$ cat config.mk
export PLATFORM = sky130hd
export DESIGN_NAME = imem_loader_flat
export DESIGN_NICKNAME = d
export VERILOG_FILES = /design/src/rtl/imem_loader_if.sv /design/src/rtl/imem_loader.sv /design/src/flat_wrapper.sv
export SDC_FILE = /design/constraint.sdc
export NUM_CORES = 1
export LEC_CHECK = 0
export ABC_CLOCK_PERIOD_IN_PS = 4300
export CAP_MARGIN = 20
export CORE_ASPECT_RATIO = 0.5
export CORE_UTILIZATION = 59
export CTS_BUF_LIST = sky130_fd_sc_hd__clkbuf_8
export DETAILED_ROUTE_END_ITERATION = 10
export MAX_ROUTING_LAYER = met4
export PLACE_DENSITY_LB_ADDON = 0.15
export RECOVER_POWER = 50
export SLEW_MARGIN = 30
export SYNTH_ARGS = -nofsm -noshare
export SYNTH_HDL_FRONTEND = slang
export SYNTH_SLANG_ARGS = --single-unit
$ cat constraint.sdc
create_clock -name clk -period 4.3 [get_ports clk]
set_clock_uncertainty 0.1 [all_clocks]
set_input_delay 0.86 -clock clk [delete_from_list [all_inputs] [get_ports clk]]
set_output_delay 0.86 -clock clk [all_outputs]
set_load 0.05 [all_outputs]
$ cat src/rtl/imem_loader_if.sv
// Byte-stream handshake and instruction-memory write bus for imem_loader.
// master = stream source / memory side, slave = the loader.
interface imem_loader_if;
   logic        in_valid;
   logic [7:0]  in_data;
   logic        in_ready;
   logic        wr_en;
   logic [31:0] wr_addr;
   logic [31:0] wr_data;

   modport master (
      output in_valid, in_data,
      input  in_ready, wr_en, wr_addr, wr_data
   );

   modport slave (
      input  in_valid, in_data,
      output in_ready, wr_en, wr_addr, wr_data
   );
endinterface

$ cat src/rtl/imem_loader.sv
// Boot loader: length-prefixed byte stream -> big-endian 32-bit words written
// to instruction memory, XOR checksum verified, core held in reset until done.
module imem_loader #(
   parameter int unsigned MAX_WORDS = 1024,
   parameter logic [31:0] BASE_ADDR = 32'h0000_0000
) (
   input  logic          clk,
   input  logic          rst,
   input  logic          start,
   imem_loader_if.slave  bus,
   output logic          core_rst,
   output logic          done,
   output logic          error,
   output logic [15:0]   words_loaded
);

   typedef enum logic [2:0] {
      LEN_HI,
      LEN_LO,
      DATA,
      CSUM,
      DONE,
      ERROR
   } state_t;

   state_t      state, state_d;
   logic [7:0]  len_hi, len_hi_d;
   logic [15:0] len, len_d;
   logic [23:0] shreg, shreg_d;
   logic [1:0]  idx, idx_d;
   logic [7:0]  acc, acc_d;
   logic [15:0] wl_d;
   logic        wr_en_d;
   logic [31:0] wr_addr_d;
   logic [31:0] wr_data_d;
   logic [15:0] n_full;
   logic        accept;

   always_comb begin
      bus.in_ready = 1'b0;
      if (!rst && !start) begin
         bus.in_ready = (state == LEN_HI) || (state == LEN_LO) ||
                        (state == DATA)   || (state == CSUM);
      end
   end

   assign accept = bus.in_valid && bus.in_ready;
   assign n_full = {len_hi, bus.in_data};

   always_comb begin
      state_d   = state;
      len_hi_d  = len_hi;
      len_d     = len;
      shreg_d   = shreg;
      idx_d     = idx;
      acc_d     = acc;
      wl_d      = words_loaded;
      wr_en_d   = 1'b0;
      wr_addr_d = bus.wr_addr;
      wr_data_d = bus.wr_data;

      if (start) begin
         state_d = LEN_HI;
         wl_d    = '0;
         idx_d   = '0;
         acc_d   = '0;
      end else if (accept) begin
         case (state)
            LEN_HI: begin
               len_hi_d = bus.in_data;
               state_d  = LEN_LO;
            end
            LEN_LO: begin
               len_d = n_full;
               idx_d = '0;
               if (32'(n_full) > MAX_WORDS) begin
                  state_d = ERROR;
               end else if (n_full == '0) begin
                  state_d = CSUM;
               end else begin
                  state_d = DATA;
               end
            end
            DATA: begin
               shreg_d = {shreg[15:0], bus.in_data};
               acc_d   = acc ^ bus.in_data;
               idx_d   = 2'(idx + 2'd1);
               // Fourth byte: register the write so it lands next cycle while
               // the stream keeps flowing; the last word's pulse overlaps CSUM.
               if (idx == 2'd3) begin
                  wr_en_d   = 1'b1;
                  wr_data_d = {shreg, bus.in_data};
                  wr_addr_d = BASE_ADDR + {14'b0, words_loaded, 2'b00};
                  wl_d      = 16'(words_loaded + 16'd1);
                  if (wl_d == len) begin
                     state_d = CSUM;
                  end
               end
            end
            CSUM: begin
               state_d = (bus.in_data == acc) ? DONE : ERROR;
            end
            default: begin
            end
         endcase
      end
   end

   always_ff @(posedge clk) begin
      if (rst) begin
         state        <= LEN_HI;
         len_hi       <= '0;
         len          <= '0;
         shreg        <= '0;
         idx          <= '0;
         acc          <= '0;
         words_loaded <= '0;
         bus.wr_en    <= 1'b0;
         bus.wr_addr  <= '0;
         bus.wr_data  <= '0;
         core_rst     <= 1'b1;
         done         <= 1'b0;
         error        <= 1'b0;
      end else begin
         state        <= state_d;
         len_hi       <= len_hi_d;
         len          <= len_d;
         shreg        <= shreg_d;
         idx          <= idx_d;
         acc          <= acc_d;
         words_loaded <= wl_d;
         bus.wr_en    <= wr_en_d;
         bus.wr_addr  <= wr_addr_d;
         bus.wr_data  <= wr_data_d;
         core_rst     <= (state_d != DONE);
         done         <= (state_d == DONE);
         error        <= (state_d == ERROR);
      end
   end

endmodule

$ cat src/flat_wrapper.sv
// flat-port wrapper written by rule: the top's interface ports become plain ports
module imem_loader_flat 
#(
   parameter int unsigned MAX_WORDS = 1024,
   parameter logic [31:0] BASE_ADDR = 32'h0000_0000
)
  (clk, rst, start, core_rst, done, error, words_loaded, bus_in_valid, bus_in_data, bus_in_ready, bus_wr_en, bus_wr_addr, bus_wr_data);
  imem_loader_if bus_i ();
  input  logic clk;
  input  logic rst;
  input  logic start;
  output logic core_rst;
  output logic done;
  output logic error;
  output logic [15:0] words_loaded;
  input wire logic [$bits(bus_i.in_valid)-1:0] bus_in_valid;
  input wire logic [$bits(bus_i.in_data)-1:0] bus_in_data;
  output wire logic [$bits(bus_i.in_ready)-1:0] bus_in_ready;
  output wire logic [$bits(bus_i.wr_en)-1:0] bus_wr_en;
  output wire logic [$bits(bus_i.wr_addr)-1:0] bus_wr_addr;
  output wire logic [$bits(bus_i.wr_data)-1:0] bus_wr_data;
  assign bus_i.in_valid = bus_in_valid;
  assign bus_i.in_data = bus_in_data;
  assign bus_in_ready = bus_i.in_ready;
  assign bus_wr_en = bus_i.wr_en;
  assign bus_wr_addr = bus_i.wr_addr;
  assign bus_wr_data = bus_i.wr_data;
  imem_loader #(.MAX_WORDS(MAX_WORDS), .BASE_ADDR(BASE_ADDR)) u_core (.clk(clk), .rst(rst), .start(start), .bus(bus_i), .core_rst(core_rst), .done(done), .error(error), .words_loaded(words_loaded));
endmodule
After elaboration in Yosys (flattened, before gate mapping)
Index checks and enable logic that the tools add are counted.
{ "word_totals": {"regBits": 129, "input_bits": 12} }
{ "classes": {"n_addsub": 2, "order_cmp": 1, "n_eq_ne": 9, "n_mux": 11, "bitwise_logic": 4, "n_reduce_logical": 19} }
{ "ops": {"columns": ["cell", "count"], "rows": [
  ["$add A16 B1 Y16 const B", 1],
  ["$eq A16 B16 Y1", 1],
  ["$gt A16 B11 Y1 const B", 1],
  ["$logic_not A16 Y1", 1],
  ["$mux W3", 5],
  ["$pmux W3 S4", 1],
  ["$reduce_and A3 Y1", 4],
  ["$eq A8 B8 Y1", 1],
  ["$xor A8 B8 Y8", 1],
  ["$eq A3 B2 Y1 const B", 2],
  ["$eq A3 B3 Y1 const B", 2],
  ["$mux W1", 4],
  ["$pmux W2 S2", 1],
  ["$reduce_and A2 Y1", 2],
  ["$reduce_and A4 Y1", 1],
  ["$reduce_or A4 Y1", 1],
  ["$eq A3 B1 Y1 const B", 1],
  ["$logic_not A3 Y1", 1],
  ["$logic_or A1 B1 Y1", 3],
  ["$ne A3 B3 Y1 const B", 1],
  ["$not A1 Y1", 3],
  ["$add A2 B1 Y2 const B", 1],
  ["$eq A2 B2 Y1 const B", 1],
  ["$logic_and A1 B1 Y1", 2],
  ["3 further kinds", 4]
]} }

Depth between registers and ports, before layout
{ "depth": {"depth_word": 9, "mapped_depth": 8, "mapped_depth_nobuf": 7} }

Worst setup path before layout
OpenSTA, ideal clock, no wires.
{ "synth_timing": {"path_kind": "input -> output", "from": "input port rst", "to": "output port bus_in_ready", "arrival_time_ps": 2339, "required_time_ps": 3340, "path_slack_ps": 1001, "stages": 5, "n_path_buf": 3, "path_cell_list": "buf_2 or2_2 clkbuf_1 buf_1 nor2_1"} }
{ "synth_via": {"elab_chain_cells": 3} }
{ "synth_rtl": {"columns": ["item", "line_no", "rtl"], "rows": [
  ["from (decl)", "flat_wrapper.sv:10", "input logic rst;"],
  ["$logic_not A1 Y1", "imem_loader.sv:41", "if (!rst && !start) begin"],
  ["$logic_and A1 B1 Y1", "imem_loader.sv:41", null],
  ["$mux W1", "imem_loader.sv:41", null],
  ["to (decl)", "flat_wrapper.sv:18", "output wire logic [$bits(bus_i.in_ready)-1:0] bus_in_ready;"]
]} }
Every way passes these cells.

Worst setup path after layout
{ "layout_timing": {"from": "input port start", "to": "output port bus_in_ready"} }
{ "layout_via": {"elab_chain_cells": 3} }
{ "layout_rtl": {"columns": ["item", "line_no", "rtl"], "rows": [
  ["from (decl)", "flat_wrapper.sv:11", "input logic start;"],
  ["$logic_not A1 Y1", "imem_loader.sv:41", null],
  ["$logic_and A1 B1 Y1", "imem_loader.sv:41", null],
  ["$mux W1", "imem_loader.sv:41", null]
]} }
Every way passes these cells.

==> key figures <==
Clock network
  – Post-cts resize count: 0
  – Root buffer cell: clkbuf_8
  – Hold buffer count at cts: 0
  – Clock latency on the worst-skew pair: 0.44 ns
  – CTS tree: built
  – Post-CTS setup buffer count: 0
  – Num CTS Buffers: 17
  – Clock transition at path regs: 0.07 ns
  – Clock sinks: 129
  – Clock tree buffer depth: 2
  – CTS H-Tree Depth: 4

Flow run
  – Max-cap violations: 0

Timing
  – Rel. slew slack: 29.9%
  – Setup TNS: 0 ns
  – F_max: 278 MHz
  – Final setup violation count: 0
  – Final Slew Violations: 0
  – Fin crit period: 3.60 ns
  – Final Hold Viols: 0
  – RSZ-0062 raised after global routing: no
  – Slew @ Worst Pin: 1.05 ns
  – Final worst-path cycle share: 83.7%

Drt
  – Drt total wl: 12.3 mm
  – Antenna viol nets, final: 0
  – Via Count: 4,746
  – Avg WL per Cell: 14.1 µm
  – DRT Pass-1 Iters: 5
  – # DRC: 0
  – Vias per std cell: 5.43
  – DRT iter0 DRCs: 263

Yosys
  – Avg Inst Size Synth: 7.93 µm²
  – Distinct cells, synth: 47
  – Synth warn: 0
  – Top post-synthesis cells by area: dfxtp_1, nand2_1, a21oi_1, xnor2_1, xor2_1
  – Seq/Total Area, Yosys: 47.4%
  – Most used flip-flop cell after synthesis: dfxtp_1
  – Cells after Synth: 687
  – EDFF count, synth: 0
  – Synthesized area: 5450 µm²
  – Most frequent cell after synthesis: nand2_1
  – Synth top cells by count: nand2_1, dfxtp_1, a21oi_1, nor2_1, clkbuf_1
  – Async S/R FF share, synth: 0%
  – Post-synth top area share: 47.4%
  – Area leader, netlist: dfxtp_1
  – #FFs+latches synth: 129

Die
  – Initial Util: 61.7%
  – Boundary Pins: 97
  – Core footprint: 8830 µm²
  – Die Height: 70.0 µm
  – Die width: 138 µm
  – Row Count: 24
  – Die area: 9650 µm²

Global route
  – First-pass GRT wire length: 20.1 mm
  – Largest net degree at the start of global routing: 100
  – GR Util All Layers: 27.7%
  – Grt ovf: 0
  – Number of global-route vias before repair: 4,122
  – Initial antenna violation count: 0

Worst setup path
  – CP Launch Type: input pin
  – Required @ worst endpoint: 3.34 ns
  – Crit path DAT: 2.64 ns
  – Crit-path max FO: 4
  – Critical path class: input pin to primary output
  – CP Capture Type: primary output

Placed design
  – GP Congestion: 0.857
  – IO buf count: 80
  – Post-DP HPWL: 8.09 mm

Final layout
  – Fill cell count: 700
  – # nets final: 759
  – Area growth, synth to finish: 20.2%
  – Share of layout cells above drive strength 1: 5.81%
  – Final core occ: 74.2%
  – Diodes inserted: 0

Power
  – Pleak: 2.35 nW
  – Max VDD drop: 212 µV
  – PD cells: 353 nW/µm²

Min path
  – Min-delay worst type: register to register

Outcome
  – Status: completed
final timing paths:
check	from	to	cells past startpoint	slack, ns
max reg2reg	u_core.state[1]	u_core.words_loaded[15]	7	1.64
min reg2reg	u_core.bus.wr_data[30]	u_core.bus.wr_data[30]	2	0.35
max	start	bus_in_ready	4	0.70
min	u_core.bus.wr_data[30]	u_core.bus.wr_data[30]	2	0.35
area by class of cell:
cell class              count  area [µm²]  share of cell area [%]
flip-flops and latches    129        2580                    39.4
clock buffers              18         248                    3.78
repair buffers             86         840                    12.8
well taps                 117         146                    2.23
inverters                   7        27.5                   0.420
clock inverters            14         140                    2.14
multi-input cells         503        2570                    39.2
per-stage QoR:
stage	worst slack, ns	instances	total power [mW]	hold WS, ns	cell area, µm²
after detailed placement	0.727	842	1.32	0.344	6160
after global routing	0.650	874	2.39	0.368	6550
after floorplan	1.00	702	1.31	0.332	5510
after CTS	0.714	874	2.32	0.355	6550
after global placement	0.722	842	1.32	0.340	6160
final	0.701	874	2.31	0.351	6550
registers in the layout, summed over array words and instances (netlist names):
| name | cells |
|---|---|
| u_core.core_rst | 1 |
| u_core.len_hi | 8 |
| u_core.state | 3 |
| u_core.bus.wr_data | 32 |
| u_core.bus.wr_en | 1 |
| u_core.bus.wr_addr | 16 |
| u_core.done | 1 |
| u_core.idx | 2 |
| u_core.words_loaded | 16 |
| u_core.len | 16 |
| u_core.shreg | 24 |
| u_core.error | 1 |
| u_core.acc | 8 |
critical path, cell delays in order:
cell             delay, ns
clkdlybuf4s50_1       0.46
or2_2                 0.30
nor2_1                0.17
clkdlybuf4s50_1       0.84
report_power, final:
part / switching (mW) / internal, mW
logic: 0.0744 / 0.0202
clock network: 0.490 / 0.527
registers: 0.00383 / 1.20
total: 0.568 / 1.74
logic make-up (layout without fill, tap and decap cells):
| logic type | after synthesis | count (layout) | synth area share, % |
|---|---|---|---|
| other | 1 | 16 | 0.0688 |
| buffers and inverters | 70 | 125 | 6.57 |
| xor gates and xnor gates | 46 | 46 | 7.39 |
| DFF | 129 | 129 | 47.4 |
| and+or+nand+nor | 307 | 307 | 24.6 |
| AOI/OAI and AO/OA | 129 | 129 | 12.9 |
| adders and majority gates | 3 | 3 | 0.689 |
| muxes | 2 | 2 | 0.390 |
cells in the final DEF (no fill, tap or decap), types with 4 or more instances in the layout:
cell type / count
nand2_1: 203
dfxtp_1: 129
a21oi_1: 107
dlygate4sd3_1: 55
nor2_1: 37
xnor2_1: 26
clkdlybuf4s50_1: 24
xor2_1: 20
clkbuf_8: 18
nand3_1: 16
conb_1: 16
nand4_1: 10
inv_1: 7
clkinv_2: 5
and3_1: 5
nor4_1: 5
nand2b_1: 5
o21ai_0: 5
o21a_1: 4
nor3_1: 4
or3_1: 4
o2111ai_1: 4
clkinvlp_4: 4
buf_4: 4
metal layers:
metal / global-route usage (%) / routed length [µm] / vias up
li1: - / - / 2356
met1: 35.7 / 5700 / 2203
met2: 41.1 / 5610 / 156
met3: 7.48 / 757 / 31
met4: 10.7 / 255 / 0
met5: - / 0 / -
No activity file was read; power rests on OpenSTA's default activity.
